## config.mk

```make
export PLATFORM = sky130hd
export DESIGN_NAME = pc_sequencer_flat
export DESIGN_NICKNAME = d
export VERILOG_FILES = /design/src/rtl/pc_sequencer_if.sv /design/src/rtl/pc_sequencer.sv /design/src/flat_wrapper.sv
export SDC_FILE = /design/constraint.sdc
export NUM_CORES = 1
export LEC_CHECK = 0
export CAP_MARGIN = 20
export CORE_MARGIN = 10
export CORE_UTILIZATION = 35
export DETAILED_ROUTE_END_ITERATION = 10
export SLEW_MARGIN = 20
export SYNTH_ARGS = -nofsm -noshare
export SYNTH_HDL_FRONTEND = slang
export SYNTH_SLANG_ARGS = --single-unit
```

## constraint.sdc

```tcl
create_clock -name clk -period 3.6 [get_ports clk]
set_input_delay 0.72 -clock clk [delete_from_list [all_inputs] [get_ports clk]]
set_output_delay 0.72 -clock clk [all_outputs]
set_load 0.005 [all_outputs]
```

## src/rtl/pc_sequencer_if.sv

```systemverilog
// Bundle of the fetch handshake, datapath control inputs and status outputs of pc_sequencer.
// The master modport is the sequencer itself; the slave modport is the surrounding core.
interface pc_sequencer_if #(
    parameter int CNT_W = 32
);
    logic             stall;
    logic             fetch_ready;
    logic             instr_valid;
    logic             is_b_type;
    logic             is_jal;
    logic             is_jalr;
    logic             branch_taken;
    logic [31:0]      imm;
    logic [31:0]      rs1_data;
    logic [31:0]      pc;
    logic [31:0]      pc_plus4;
    logic             fetch_req;
    logic             flush;
    logic             misaligned_exc;
    logic [CNT_W-1:0] retire_cnt;
    logic [CNT_W-1:0] redirect_cnt;

    modport master (
        input  stall, fetch_ready, instr_valid, is_b_type, is_jal, is_jalr,
               branch_taken, imm, rs1_data,
        output pc, pc_plus4, fetch_req, flush, misaligned_exc,
               retire_cnt, redirect_cnt
    );

    modport slave (
        output stall, fetch_ready, instr_valid, is_b_type, is_jal, is_jalr,
               branch_taken, imm, rs1_data,
        input  pc, pc_plus4, fetch_req, flush, misaligned_exc,
               retire_cnt, redirect_cnt
    );
endinterface

```

## src/rtl/pc_sequencer.sv

```systemverilog
// Multi-cycle PC controller: IDLE -> FETCH -> EXEC loop, next-PC selection,
// misaligned-target trap, redirect flush pulse and retire/redirect counters.
module pc_sequencer #(
    parameter logic [31:0] RESET_PC = 32'h0000_0000,
    parameter int          CNT_W    = 32
) (
    input  logic           clk,
    input  logic           rst_n,
    pc_sequencer_if.master bus
);
    typedef enum logic [1:0] {
        S_IDLE  = 2'd0,
        S_FETCH = 2'd1,
        S_EXEC  = 2'd2,
        S_TRAP  = 2'd3
    } state_t;

    state_t           state_q, state_d;
    logic [31:0]      pc_q, pc_d;
    logic             fetch_req_q, fetch_req_d;
    logic             flush_q, flush_d;
    logic             misaligned_q, misaligned_d;
    logic [CNT_W-1:0] retire_cnt_q, retire_cnt_d;
    logic [CNT_W-1:0] redirect_cnt_q, redirect_cnt_d;

    logic        accept;
    logic        redirect;
    logic        target_misaligned;
    logic [31:0] seq_target;
    logic [31:0] rel_target;
    logic [31:0] jalr_sum;
    logic [31:0] target;

    // Next-PC candidates; every add wraps modulo 2^32.
    always_comb begin
        seq_target = pc_q + 32'd4;
        rel_target = pc_q + bus.imm;
        jalr_sum   = bus.rs1_data + bus.imm;
        redirect   = bus.is_jalr | bus.is_jal | bus.branch_taken;
        if (bus.is_jalr) begin
            target = {jalr_sum[31:1], 1'b0};
        end else if (bus.is_jal || bus.branch_taken) begin
            target = rel_target;
        end else begin
            target = seq_target;
        end
        // Only bit 1 is checked: bit 0 is forced clear for JALR and even for JAL/branch immediates.
        target_misaligned = redirect & target[1];
        accept            = (state_q == S_EXEC) & ~bus.stall & bus.instr_valid;
    end

    // State register, together with the other architectural flops.
    always_ff @(posedge clk or negedge rst_n) begin
        if (!rst_n) begin
            state_q        <= S_IDLE;
            pc_q           <= RESET_PC;
            fetch_req_q    <= 1'b0;
            flush_q        <= 1'b0;
            misaligned_q   <= 1'b0;
            retire_cnt_q   <= '0;
            redirect_cnt_q <= '0;
        end else begin
            state_q        <= state_d;
            pc_q           <= pc_d;
            fetch_req_q    <= fetch_req_d;
            flush_q        <= flush_d;
            misaligned_q   <= misaligned_d;
            retire_cnt_q   <= retire_cnt_d;
            redirect_cnt_q <= redirect_cnt_d;
        end
    end

    // Next-state logic.
    always_comb begin
        state_d = state_q;
        unique case (state_q)
            S_IDLE:  state_d = S_FETCH;
            S_FETCH: if (bus.fetch_ready) state_d = S_EXEC;
            S_EXEC: begin
                if (accept) begin
                    state_d = target_misaligned ? S_TRAP : S_FETCH;
                end
            end
            S_TRAP:  state_d = S_TRAP;
            default: state_d = S_IDLE;
        endcase
    end

    // Output and datapath next values; outputs are registered, so they follow state_d.
    always_comb begin
        pc_d           = pc_q;
        retire_cnt_d   = retire_cnt_q;
        redirect_cnt_d = redirect_cnt_q;
        flush_d        = 1'b0;
        misaligned_d   = misaligned_q;
        fetch_req_d    = (state_d == S_FETCH);
        if (accept) begin
            if (target_misaligned) begin
                misaligned_d = 1'b1;
            end else begin
                pc_d         = target;
                retire_cnt_d = retire_cnt_q + 1'b1;
                if (redirect) begin
                    redirect_cnt_d = redirect_cnt_q + 1'b1;
                    flush_d        = 1'b1;
                end
            end
        end
    end

    assign bus.pc             = pc_q;
    assign bus.pc_plus4       = pc_q + 32'd4;
    assign bus.fetch_req      = fetch_req_q;
    assign bus.flush          = flush_q;
    assign bus.misaligned_exc = misaligned_q;
    assign bus.retire_cnt     = retire_cnt_q;
    assign bus.redirect_cnt   = redirect_cnt_q;
endmodule

```

## src/flat_wrapper.sv

```systemverilog
// flat-port wrapper written by rule: the top's interface ports become plain ports
module pc_sequencer_flat 
#(
    parameter logic [31:0] RESET_PC = 32'h0000_0000,
    parameter int          CNT_W    = 32
)
  (clk, rst_n, bus_stall, bus_fetch_ready, bus_instr_valid, bus_is_b_type, bus_is_jal, bus_is_jalr, bus_branch_taken, bus_imm, bus_rs1_data, bus_pc, bus_pc_plus4, bus_fetch_req, bus_flush, bus_misaligned_exc, bus_retire_cnt, bus_redirect_cnt);
  pc_sequencer_if #(.CNT_W(CNT_W)) bus_i ();
  input  logic clk;
  input  logic rst_n;
  input wire logic [$bits(bus_i.stall)-1:0] bus_stall;
  input wire logic [$bits(bus_i.fetch_ready)-1:0] bus_fetch_ready;
  input wire logic [$bits(bus_i.instr_valid)-1:0] bus_instr_valid;
  input wire logic [$bits(bus_i.is_b_type)-1:0] bus_is_b_type;
  input wire logic [$bits(bus_i.is_jal)-1:0] bus_is_jal;
  input wire logic [$bits(bus_i.is_jalr)-1:0] bus_is_jalr;
  input wire logic [$bits(bus_i.branch_taken)-1:0] bus_branch_taken;
  input wire logic [$bits(bus_i.imm)-1:0] bus_imm;
  input wire logic [$bits(bus_i.rs1_data)-1:0] bus_rs1_data;
  output wire logic [$bits(bus_i.pc)-1:0] bus_pc;
  output wire logic [$bits(bus_i.pc_plus4)-1:0] bus_pc_plus4;
  output wire logic [$bits(bus_i.fetch_req)-1:0] bus_fetch_req;
  output wire logic [$bits(bus_i.flush)-1:0] bus_flush;
  output wire logic [$bits(bus_i.misaligned_exc)-1:0] bus_misaligned_exc;
  output wire logic [$bits(bus_i.retire_cnt)-1:0] bus_retire_cnt;
  output wire logic [$bits(bus_i.redirect_cnt)-1:0] bus_redirect_cnt;
  assign bus_i.stall = bus_stall;
  assign bus_i.fetch_ready = bus_fetch_ready;
  assign bus_i.instr_valid = bus_instr_valid;
  assign bus_i.is_b_type = bus_is_b_type;
  assign bus_i.is_jal = bus_is_jal;
  assign bus_i.is_jalr = bus_is_jalr;
  assign bus_i.branch_taken = bus_branch_taken;
  assign bus_i.imm = bus_imm;
  assign bus_i.rs1_data = bus_rs1_data;
  assign bus_pc = bus_i.pc;
  assign bus_pc_plus4 = bus_i.pc_plus4;
  assign bus_fetch_req = bus_i.fetch_req;
  assign bus_flush = bus_i.flush;
  assign bus_misaligned_exc = bus_i.misaligned_exc;
  assign bus_retire_cnt = bus_i.retire_cnt;
  assign bus_redirect_cnt = bus_i.redirect_cnt;
  pc_sequencer #(.RESET_PC(RESET_PC), .CNT_W(CNT_W)) u_core (.clk(clk), .rst_n(rst_n), .bus(bus_i));
endmodule
```

==> impl_metrics.csv, run 1 <==
group,metric,value,unit
clock_tree,cts_buffer_depth,2,
timing,worstMarginPinSlew,0.612,ns
critical_path,crit_type,"register to output port",
critical_path,worst_r2r_path_depth,12,
logic_synthesis,post_synth_num_cell_types,84,
critical_path,start_kind,"register",
routing,firstDrtPassIters,7,
clock_tree,ctsRootBufferMaster,"sky130_fd_sc_hd__clkbuf_16",
clock_tree,cts-hold-fix-buffers,0,
critical_path,arrival,2.76,ns
critical_path,worstReg2RegStart,"u_core.bus.pc[0]",
timing,hold-worst-slack,0.430,ns
placement,placedInstanceArea,0.0115,sq mm
logic_synthesis,synth.area.top_cells,"sky130_fd_sc_hd__dfrtp_1 (30%), sky130_fd_sc_hd__xnor2_1 (9.7%), sky130_fd_sc_hd__ha_1 (9.5%), sky130_fd_sc_hd__nand2_1 (5.3%), sky130_fd_sc_hd__a21oi_1 (4.8%)",
outcome,run_status,"finished, final reports clean",
logic_synthesis,netlist.area_leader.share,30.0,%
routing,route.final.wire_length,28900,um
floorplan,floorplan.io_pins,204,
clock_tree,numCtsBuffers,9,
logic_synthesis,synth-async-reset-ratio,100,%
critical_path,r2r_setup_slack,0.67,ns
logic_synthesis,synth_ff_type,"sky130_fd_sc_hd__dfrtp_1",
layout,filler_cell_count,2312,
timing,final_hold_viol_count,0,
routing,vias_per_inst,5.29,
timing,rsz0062_at_grt,"no",
global_routing,initial_antenna_violation_count,0,
layout,final_net_count,1420,
power_and_ir_drop,powerDensity,531,mW/mm^2
routing,drtIter0Drc,514,
floorplan,coreArea,0.0236,sq mm
floorplan,initial_core_util,35.7,%
floorplan,floorplan.die.width,175,um
placement,place_hpwl,23200,um
routing,post_drt_wl_per_cell,18.0,um
routing,num_vias,8483,
logic_synthesis,post_synthesis_sequential_element_count,101,
flow_run,max_cap_violations,0,
clock_tree,cts-htree-levels,3,
worst_hold_path,hp-class,"input pin to async pin",
timing,timing.max_slew.rel_slack,59.0,%
layout,finish.utilization,50.4,%
clock_tree,clock_insertion_delay_worst_skew,0.36,ns
logic_synthesis,yosys-top-cells-count,"sky130_fd_sc_hd__nand2_1 (118), sky130_fd_sc_hd__dfrtp_1 (101), sky130_fd_sc_hd__xnor2_1 (93), sky130_fd_sc_hd__a21oi_1 (81), sky130_fd_sc_hd__nor2_1 (76)",
critical_path,path_max_fanout,4,
logic_synthesis,yosysTopAreaCell,"sky130_fd_sc_hd__dfrtp_1",
layout,layout-area-overhead-vs-synth,41.1,%
global_routing,grt_pass1_wl,46400,um
floorplan,std_cell_rows,56,
timing,timing.final.max_slew_violations,0,
floorplan,floorplan.die.height,175,um
global_routing,all_layer_gr_usage,18.6,%
floorplan,die_area,0.0307,sq mm
global_routing,globalRoute.totalOverflow,0,
logic_synthesis,synth_most_common_cell,"sky130_fd_sc_hd__nand2_1",
global_routing,grt_max_degree,102,
clock_tree,cts.reportedPaths.clkPinSlew,0.07,ns
placement,place.gp.congestion,0.881,
routing,drc,0,
critical_path,crit_path_required_time,2.88,ns
logic_synthesis,yosysSeqAreaShare,30.0,%
power_and_ir_drop,fin_total_pwr,6.32,mW
layout,n_antenna_cell,0,
timing,period_needed,3.48,ns
logic_synthesis,synth-edff-count,0,
timing,timing.fmax,287,MHz
timing,fin_worst_skew,0.0104,ns
power_and_ir_drop,power.static_leakage,5.18,nW
logic_synthesis,yosysWarningCount,0,
power_and_ir_drop,vdd.ir_drop.worst,0.000290,V
routing,final_antenna_net_count,0,
placement,place.port_buffers,202,
global_routing,number_of_global_route_vias_before_repair,8456,
logic_synthesis,netlist_instances,986,
clock_tree,cts_tree,"yes",
logic_synthesis,synthesis.nets,1125,
timing,setup-violations-final,0,
logic_synthesis,synthesis.area_per_instance,8.55,sq um
critical_path,r2r_end,"u_core.bus.pc[24]",
layout,final_cell_area_excluding_filler_cells,0.0119,sq mm
critical_path,critPathCaptureType,"output port",
timing,period_share,96.7,%
layout,drive_gt1_share,12.7,%
logic_synthesis,synth_area,0.00843,sq mm
clock_tree,sinks_on_the_clock_net,101,
report_power, final:
part | switching, mW | total (mW) | internal, mW
Sequential | 0.285 | 1.61 | 1.32
Combinational | 1.75 | 3.67 | 1.93
Clock | 0.489 | 1.04 | 0.552
Total | 2.52 | 6.32 | 3.80
worst max path at each step:
stage | start | end | slack [ns] | cells after the start
3_3_place_gp | bus_imm[7] | u_core.bus.pc[29] | -0.31 | 12
6_report | u_core.bus.pc[2] | bus_pc_plus4[28] | 0.12 | 9
3_5_place_dp | bus_imm[2] | u_core.bus.pc[29] | -0.34 | 12
5_1_grt | bus_imm[2] | u_core.bus.pc[29] | 0.002 | 12
4_1_cts | u_core.bus.pc[4] | bus_pc_plus4[21] | 0.02 | 8
2_1_floorplan | bus_imm[0] | u_core.bus.pc[24] | 0.59 | 11
sequential cells by signal, indices dropped and copies added (netlist names):
name,count
u_core.bus.fetch_req,1
u_core.bus.flush,1
u_core.bus.misaligned_exc,1
u_core.bus.pc,32
u_core.bus.redirect_cnt,32
u_core.bus.retire_cnt,32
u_core.state_q,2
cell families after synthesis:
| logic type | Yosys count | share of synthesized area, % |
|---|---|---|
| simple gates | 373 | 22.4 |
| xor+xnor | 138 | 14.3 |
| fa+ha+maj | 66 | 9.97 |
| flops | 101 | 30.0 |
| compound gates | 255 | 19.5 |
| mux | 10 | 1.20 |
| buf+inv | 43 | 2.58 |
critical path, cell delays in order, from the launching register on:
cell and delay [ns]:
sky130_fd_sc_hd__dfrtp_1 0.36, sky130_fd_sc_hd__ha_1 0.27, sky130_fd_sc_hd__nand4_1 0.20, sky130_fd_sc_hd__nor2_2 0.20, sky130_fd_sc_hd__nand2b_1 0.14, sky130_fd_sc_hd__nor2_4 0.14
sky130_fd_sc_hd__and4_1 0.24, sky130_fd_sc_hd__nand3_1 0.13, sky130_fd_sc_hd__xnor2_2 0.20, sky130_fd_sc_hd__clkdlybuf4s50_1 0.53
cell type report:
cell class | count | area, sq um | area share (%)
multi-input cells | 842 | 5750 | 48.3
repair buffers | 310 | 2860 | 24.0
flip-flops and latches | 101 | 2530 | 21.2
well taps | 319 | 399 | 3.35
clock buffers | 9 | 225 | 1.89
clock inverters | 6 | 77.6 | 0.652
inverters | 17 | 63.8 | 0.536
repair_timing:
item,4_1_cts,5_1_grt
gates cloned,0,0
buffers inserted,1,0
resized for setup,2,11
setup endpoints to repair,5,12
pin swaps,1,0
cell usage in the layout (no fill, tap or decap), types with 16 or more instances in the layout:
cell type,count
sky130_fd_sc_hd__inv_1,16
sky130_fd_sc_hd__nor2_1,72
sky130_fd_sc_hd__nand2_1,118
sky130_fd_sc_hd__xor2_1,45
sky130_fd_sc_hd__clkdlybuf4s50_1,201
sky130_fd_sc_hd__nand4_1,22
sky130_fd_sc_hd__nor3_1,17
sky130_fd_sc_hd__nand3_1,42
sky130_fd_sc_hd__a21oi_1,81
sky130_fd_sc_hd__xnor2_1,89
sky130_fd_sc_hd__a21o_1,18
sky130_fd_sc_hd__dfrtp_1,100
sky130_fd_sc_hd__buf_4,107
sky130_fd_sc_hd__and3_1,23
sky130_fd_sc_hd__a211oi_1,17
sky130_fd_sc_hd__ha_1,64
sky130_fd_sc_hd__o21ai_0,48
stage by stage:
step | setup slack [ns] | setup TNS (ns) | std cells
after floorplan | 0.591 | 0 | 986
after CTS | 0.0220 | 0 | 1604
after detailed placement | -0.338 | -1.67 | 1588
after global routing | 0.00243 | 0 | 1604
after global placement | -0.310 | -1.42 | 1588
final | 0.118 | 0 | 1604
metal layers:
metal | track usage, % | part of all wire, % | vias to the layer above
li1 | - | - | 4165
met1 | 24.3 | 45 | 4065
met2 | 30.6 | 47 | 231
met3 | 4.12 | 6.8 | 22
met4 | 3.89 | 0.97 | 0
met5 | 0 | 0 | -
Note: power is estimated with default switching activity, not from simulation.
==> inputs of run 2 (changes only) <==
--- a/config.mk
+++ b/config.mk
@@ -9,6 +9,7 @@
 export CORE_MARGIN = 10
 export CORE_UTILIZATION = 35
 export DETAILED_ROUTE_END_ITERATION = 10
+export HOLD_SLACK_MARGIN = 0.02
 export SLEW_MARGIN = 20
 export SYNTH_ARGS = -nofsm -noshare
 export SYNTH_HDL_FRONTEND = slang
==> constraint.sdc (replaced) <==
create_clock -name clk -period 3.1 [get_ports clk]
set_input_delay 0.62 -clock clk [delete_from_list [all_inputs] [get_ports clk]]
set_output_delay 0.62 -clock clk [all_outputs]
set_load 0.005 [all_outputs]
==> run 2 against run 1 <==
Highest routed layer unchanged. Combinational power up 37%. Largest power group unchanged. Cell count up 7.9%. Sequential share of layout area down 2.1 points.
==> impl_metrics.csv, run 2 (synthesis gave the netlist of run 1 again) <==
group,metric,value,unit
placement,place.gp.congestion,0.872,
floorplan,floorplan.die.height,175,um
power_and_ir_drop,pwr-share-seq,22.6,%
critical_path,start_kind,"input pin",
clock_tree,clock_insertion_delay_worst_skew,0.35,ns
critical_path,slowest_stage,"sky130_fd_sc_hd__clkdlybuf4s50_1",
clock_tree,cts-htree-levels,3,
layout,filler_cell_count,2187,
global_routing,grt_pass1_wl,48600,um
critical_path,worstReg2RegStart,"u_core.bus.pc[16]",
routing,drtIter0Drc,586,
critical_path,arrival,3.29,ns
layout,n_antenna_cell,0,
critical_path,worst-path-buf-inv,3,
floorplan,floorplan.io_pins,204,
layout,layoutNonFillerInstCount,1730,
timing,final_hold_viol_count,0,
clock_tree,ctsRootBufferMaster,"sky130_fd_sc_hd__clkbuf_16",
routing,drc,0,
placement,dp.cells,1690,
power_and_ir_drop,pwr-share-comb,62.5,%
power_and_ir_drop,vdd.ir_drop.worst,0.000426,V
timing,setup-violations-final,0,
routing,vias_per_inst,5.21,
floorplan,initial_core_util,35.7,%
clock_tree,cts_buffer_depth,2,
timing,period_needed,3.06,ns
timing,timing.final.max_slew_violations,0,
critical_path,critPathLaunch,"bus_imm[5]",
routing,final_antenna_net_count,0,
timing,post-route-worst-setup-slack,0.0422,ns
routing,num_vias,9005,
clock_tree,cts-hold-fix-buffers,0,
layout,drive_gt1_share,23.9,%
routing,route.final.wire_length,30200,um
floorplan,std_cell_rows,56,
global_routing,globalRoute.totalOverflow,0,
layout,layout_commonest_cell,"sky130_fd_sc_hd__buf_4",
critical_path,r2r_end,"u_core.bus.pc[30]",
outcome,run_status,"finished, final reports clean",
worst_hold_path,hp-class,"input pin to async pin",
placement,place_hpwl,24200,um
layout,final_net_count,1545,
global_routing,number_of_global_route_vias_before_repair,9164,
critical_path,critPathCaptureType,"register",
routing,post_drt_wl_per_cell,17.5,um
floorplan,floorplan.die.width,175,um
critical_path,worstPathCellList,"clkdlybuf4s50_1 -> ha_1 -> buf_4 -> o21a_1 -> o21ai_0 -> buf_4 -> nor4_4 -> o21a_1 -> o211ai_4 -> a211oi_2 -> or3b_1 -> a21oi_2 -> a311oi_1",
clock_tree,sinks_on_the_clock_net,101,
power_and_ir_drop,power_switching_share,39.3,%
global_routing,grt_max_degree,59,
timing,period_share,98.6,%
power_and_ir_drop,clkPwrFrac,14.9,%
clock_tree,numCtsBuffers,9,
floorplan,coreArea,0.0236,sq mm
critical_path,timing.critical_path.slowest_cell_delay,0.49,ns
critical_path,cp_top_family,"compound AO/OA/AOI/OAI gates",
power_and_ir_drop,fin_total_pwr,8.07,mW
timing,timing.max_slew.rel_slack,57.0,%
placement,dpl_ws,-0.592,ns
critical_path,worst_r2r_path_depth,13,
routing,firstDrtPassIters,5,
clock_tree,cts_tree,"yes",
layout,layout_common_cells,"sky130_fd_sc_hd__buf_4 (231), sky130_fd_sc_hd__clkdlybuf4s50_1 (173), sky130_fd_sc_hd__nand2_1 (117), sky130_fd_sc_hd__dfrtp_1 (101), sky130_fd_sc_hd__xnor2_1 (84)",
power_and_ir_drop,power.static_leakage,6.03,nW
critical_path,r2r_setup_slack,0.28,ns
layout,layout-area-overhead-vs-synth,56.6,%
clock_tree,cts.reportedPaths.clkPinSlew,0.07,ns
placement,place.port_buffers,202,
power_and_ir_drop,power_report.internal_total,4.90,mW
power_and_ir_drop,power.switching,3.17,mW
critical_path,crit_path_required_time,3.33,ns
power_and_ir_drop,powerDensity,611,mW/mm^2
critical_path,path_max_fanout,4,
timing,rsz0062_at_grt,"yes",
global_routing,all_layer_gr_usage,19.3,%
timing,worstMarginPinSlew,0.645,ns
critical_path,crit_type,"input pin to register",
timing,timing.fmax,327,MHz
timing,fin_worst_skew,0.0151,ns
flow_run,max_cap_violations,0,
floorplan,die_area,0.0307,sq mm
global_routing,initial_antenna_violation_count,0,
run 2: changes by cell type in the layout (fill, tap and decap cells not counted), moves of 7 or more:
cell / change
sky130_fd_sc_hd__clkdlybuf4s50_1: -28
sky130_fd_sc_hd__dlygate4sd2_1: +13
sky130_fd_sc_hd__a21oi_1: -7
sky130_fd_sc_hd__buf_4: +124
sky130_fd_sc_hd__ha_4: +7
sky130_fd_sc_hd__dlymetal6s2s_1: +14
sky130_fd_sc_hd__ha_1: -8
run 2: worst max path at each step:
stage | cells after the start | end | slack [ns]
2_1_floorplan | 11 | u_core.bus.pc[24] | 0.19
3_3_place_gp | 13 | u_core.bus.pc[18] | -0.53
3_5_place_dp | 13 | u_core.bus.pc[26] | -0.59
4_1_cts | 10 | bus_pc_plus4[28] | -0.20
5_1_grt | 13 | u_core.bus.pc[30] | -0.05
6_report | 13 | u_core.bus.pc[30] | 0.04
run 2: power by group through the flow:
stage	combinational (mW)	clock, mW	sequential [mW]
after floorplan	2.21	0	1.87
after global placement	4.67	0	1.81
after detailed placement	4.67	0	1.81
after CTS	4.86	1.22	1.81
after global routing	5.54	1.29	1.86
final	5.04	1.20	1.82
run 2: per-stage QoR:
| step | TNS (ns) | utilization (%) | hold slack [ns] | cell area (sq um) |
|---|---|---|---|---|
| 6_report | 0 | 55.9 | 0.281 | 13200 |
| 5_1_grt | -0.0918 | 55.9 | 0.330 | 13200 |
| 4_1_cts | -0.239 | 54.5 | 0.308 | 12900 |
| 3_5_place_dp | -14.32 | 52.1 | 0.462 | 12300 |
| 3_3_place_gp | -11.59 | 52.1 | 0.461 | 12300 |
| 2_1_floorplan | 0 | - | 0.324 | 8430 |
run 2: metal layers:
layer / part of all wire (%) / vias to the layer above / track usage, % / routed length (um)
met5: 0 / - / 0 / 0
met4: 1.7 / 0 / 5.37 / 527
met3: 7.3 / 32 / 3.73 / 2200
met2: 46 / 311 / 31.1 / 13900
met1: 45 / 4237 / 25.7 / 13600
li1: - / 4425 / - / -
run 2: layout make-up:
type / instances / area, sq um / share of cell area, %
multi-input combinational: 842 / 6090 / 46.2
timing repair buffer: 435 / 3810 / 28.9
sequential: 101 / 2530 / 19.1
tap: 319 / 399 / 3.02
clock buffer: 10 / 229 / 1.73
clock inverter: 6 / 80.1 / 0.606
inverter: 17 / 63.8 / 0.483
run 2: repair_timing:
action,CTS,global route
pin swaps,19,34
resized for setup,46,62
buffers inserted,16,9
endpoints found under the setup margin,32,25
==> inputs of run 3 (changes only) <==
--- a/config.mk
+++ b/config.mk
@@ -7,9 +7,10 @@
 export LEC_CHECK = 0
 export CAP_MARGIN = 20
 export CORE_MARGIN = 10
-export CORE_UTILIZATION = 35
+export CORE_UTILIZATION = 46
 export DETAILED_ROUTE_END_ITERATION = 10
 export HOLD_SLACK_MARGIN = 0.02
+export PLACE_DENSITY = 0.78
 export SLEW_MARGIN = 20
 export SYNTH_ARGS = -nofsm -noshare
 export SYNTH_HDL_FRONTEND = slang
==> run 3 against run 2 <==
Combinational power is 1% lower. Die area is 21% lower. Flip-flop and latch count unchanged. Largest power group unchanged. Critical path type unchanged.
==> impl_metrics.csv, run 3 (synthesis gave the netlist of run 1 again) <==
group,metric,value,unit
floorplan,floorplan.die.width,155,um
critical_path,r2r_end,"u_core.bus.pc[27]",
timing,period_needed,3.08,ns
global_routing,number_of_global_route_vias_before_repair,9190,
layout,layoutNonFillerInstCount,1608,
power_and_ir_drop,power.switching,3.19,mW
critical_path,critPathCaptureType,"register",
critical_path,timing.critical_path.slowest_cell_delay,0.44,ns
layout,finish.utilization,71.1,%
placement,dp.cells,1572,
routing,firstDrtPassIters,5,
critical_path,arrival,3.31,ns
global_routing,globalRoute.totalOverflow,0,
placement,place.gp.congestion,0.967,
power_and_ir_drop,pwr-share-seq,22.8,%
routing,route.final.wire_length,30200,um
clock_tree,cts-htree-levels,3,
layout,multiInputGateArea,0.00606,sq mm
global_routing,grt_max_degree,56,
timing,fin_worst_skew,0.00472,ns
clock_tree,cts.reportedPaths.clkPinSlew,0.07,ns
power_and_ir_drop,power_switching_share,40.2,%
clock_tree,cts_tree,"yes",
clock_tree,sinks_on_the_clock_net,101,
layout,final_net_count,1513,
global_routing,grt_pass1_wl,46600,um
clock_tree,cts_buffer_depth,2,
routing,drtIter0Drc,811,
routing,drc,0,
timing,final_hold_viol_count,0,
power_and_ir_drop,vdd.ir_drop.worst,0.000586,V
critical_path,worst-path-buf-inv,1,
floorplan,std_cell_rows,49,
floorplan,floorplan.die.height,155,um
clock_tree,cts-hold-fix-buffers,0,
floorplan,coreArea,0.0180,sq mm
critical_path,path_max_fanout,3,
critical_path,crit_path_required_time,3.34,ns
layout,filler_cell_count,1307,
timing,timing.max_slew.rel_slack,52.1,%
layout,layout_commonest_cell,"sky130_fd_sc_hd__buf_4",
routing,vias_per_inst,5.75,
critical_path,start_kind,"input pin",
routing,num_vias,9252,
outcome,run_status,"finished, final reports clean",
power_and_ir_drop,power_report.internal_total,4.75,mW
power_and_ir_drop,powerDensity,619,mW/mm^2
critical_path,worst_r2r_path_depth,12,
layout,drive_gt1_share,22.0,%
layout,final_cell_area_excluding_filler_cells,0.0128,sq mm
critical_path,worstReg2RegStart,"u_core.bus.pc[2]",
timing,rsz0062_at_grt,"yes",
routing,post_drt_wl_per_cell,18.8,um
floorplan,floorplan.io_pins,204,
timing,period_share,99.2,%
floorplan,initial_core_util,46.8,%
layout,layout_common_cells,"sky130_fd_sc_hd__buf_4 (197), sky130_fd_sc_hd__clkdlybuf4s50_1 (175), sky130_fd_sc_hd__nand2_1 (118), sky130_fd_sc_hd__dfrtp_1 (101), sky130_fd_sc_hd__xnor2_1 (83)",
timing,timing.final.max_slew_violations,0,
layout,flip_flop_and_latch_area,0.00253,sq mm
critical_path,worstPathCellList,"clkdlybuf4s50_1 -> and2_4 -> fa_2 -> a21o_4 -> a21oi_4 -> nor4_4 -> o21a_1 -> o211ai_2 -> nand2_1 -> a211oi_2 -> nor3_1 -> or3_1",
floorplan,die_area,0.0242,sq mm
critical_path,r2r_setup_slack,0.27,ns
power_and_ir_drop,power.static_leakage,5.82,nW
global_routing,all_layer_gr_usage,23.3,%
timing,worstMarginPinSlew,0.716,ns
routing,final_antenna_net_count,0,
critical_path,slowest_stage,"sky130_fd_sc_hd__clkdlybuf4s50_1",
clock_tree,ctsRootBufferMaster,"sky130_fd_sc_hd__clkbuf_16",
flow_run,max_cap_violations,0,
worst_hold_path,hp-class,"input pin to async pin",
timing,timing.fmax,325,MHz
layout,layout-area-overhead-vs-synth,52.0,%
clock_tree,clock_insertion_delay_worst_skew,0.35,ns
placement,place_hpwl,23000,um
critical_path,crit_type,"input pin to register",
critical_path,cp_top_family,"compound AO/OA/AOI/OAI gates",
power_and_ir_drop,pwr-share-comb,62.8,%
layout,n_antenna_cell,0,
timing,setup-violations-final,0,
placement,placedInstanceArea,0.0120,sq mm
placement,place.port_buffers,202,
power_and_ir_drop,clkPwrFrac,14.4,%
clock_tree,numCtsBuffers,9,
global_routing,initial_antenna_violation_count,0,
==> run 3: power by group through the flow <==
stage / clock network [mW] / logic [mW] / registers, mW
final: 1.14 / 4.99 / 1.81
after global routing: 1.20 / 5.39 / 1.84
after CTS: 1.16 / 4.73 / 1.79
after detailed placement: 0 / 4.56 / 1.81
after global placement: 0 / 4.51 / 1.80
after floorplan: 0 / 2.21 / 1.87
==> run 3: worst reg2reg max path, delay by kind of cell, from the launching register on <==
family / cells / cell delay, ns
AO/OA/AOI/OAI: 8 / 1.61
flip-flops: 1 / 0.40
buffers and inverters: 2 / 0.34
adder cells (fa/ha/maj): 1 / 0.26
XOR/XNOR: 1 / 0.11
==> run 3: final cells by class <==
| class | instances | share of cell area (%) |
|---|---|---|
| clock buffers | 10 | 1.86 |
| clock inverters | 6 | 0.410 |
| inverters | 17 | 0.498 |
| multi-input cells | 842 | 47.3 |
| flip-flops and latches | 101 | 19.7 |
| well taps | 229 | 2.23 |
| repair buffers | 403 | 28.0 |
==> run 3: layer usage <==
layer / GRT usage [%] / part of all wire [%] / up-vias / wire [um]
met1: 29.3 / 40 / 4399 / 12200
met2: 39.3 / 48 / 430 / 14700
li1: - / - / 4353 / -
met5: 0 / 0 / - / 0
met3: 4.63 / 8.3 / 70 / 2500
met4: 7.17 / 2.7 / 0 / 830
==> run 3: how the worst max path moves through the flow <==
stage / from / cells after the start / endpoint / slack (ns)
2_1_floorplan: bus_imm[0] / 11 / u_core.bus.pc[24] / 0.19
3_3_place_gp: bus_imm[0] / 12 / u_core.bus.pc[26] / -0.47
3_5_place_dp: bus_rs1_data[2] / 12 / u_core.bus.pc[29] / -0.55
4_1_cts: bus_imm[4] / 13 / u_core.bus.pc[28] / 0.004
5_1_grt: bus_imm[16] / 14 / u_core.bus.pc[27] / -0.08
6_report: bus_rs1_data[0] / 12 / u_core.bus.pc[26] / 0.02
==> run 3: timing repair <==
action                                  CTS  global route
endpoints found under the hold margin     0             0
pin swaps                                25            32
gates resized for setup                  43            53
buffers inserted                         14             6
endpoints found under the setup margin   31            26
==> run 3: metrics by stage <==
step                      setup TNS, ns  setup WS [ns]  power [mW]  hold WS, ns
final                                 0         0.0243        7.94        0.291
after global routing             -0.192        -0.0779        8.43        0.334
after CTS                             0        0.00439        7.68        0.303
after detailed placement         -12.98         -0.552        6.37        0.481
after global placement            -9.43         -0.469        6.31        0.461
after floorplan                       0          0.191        4.09        0.324
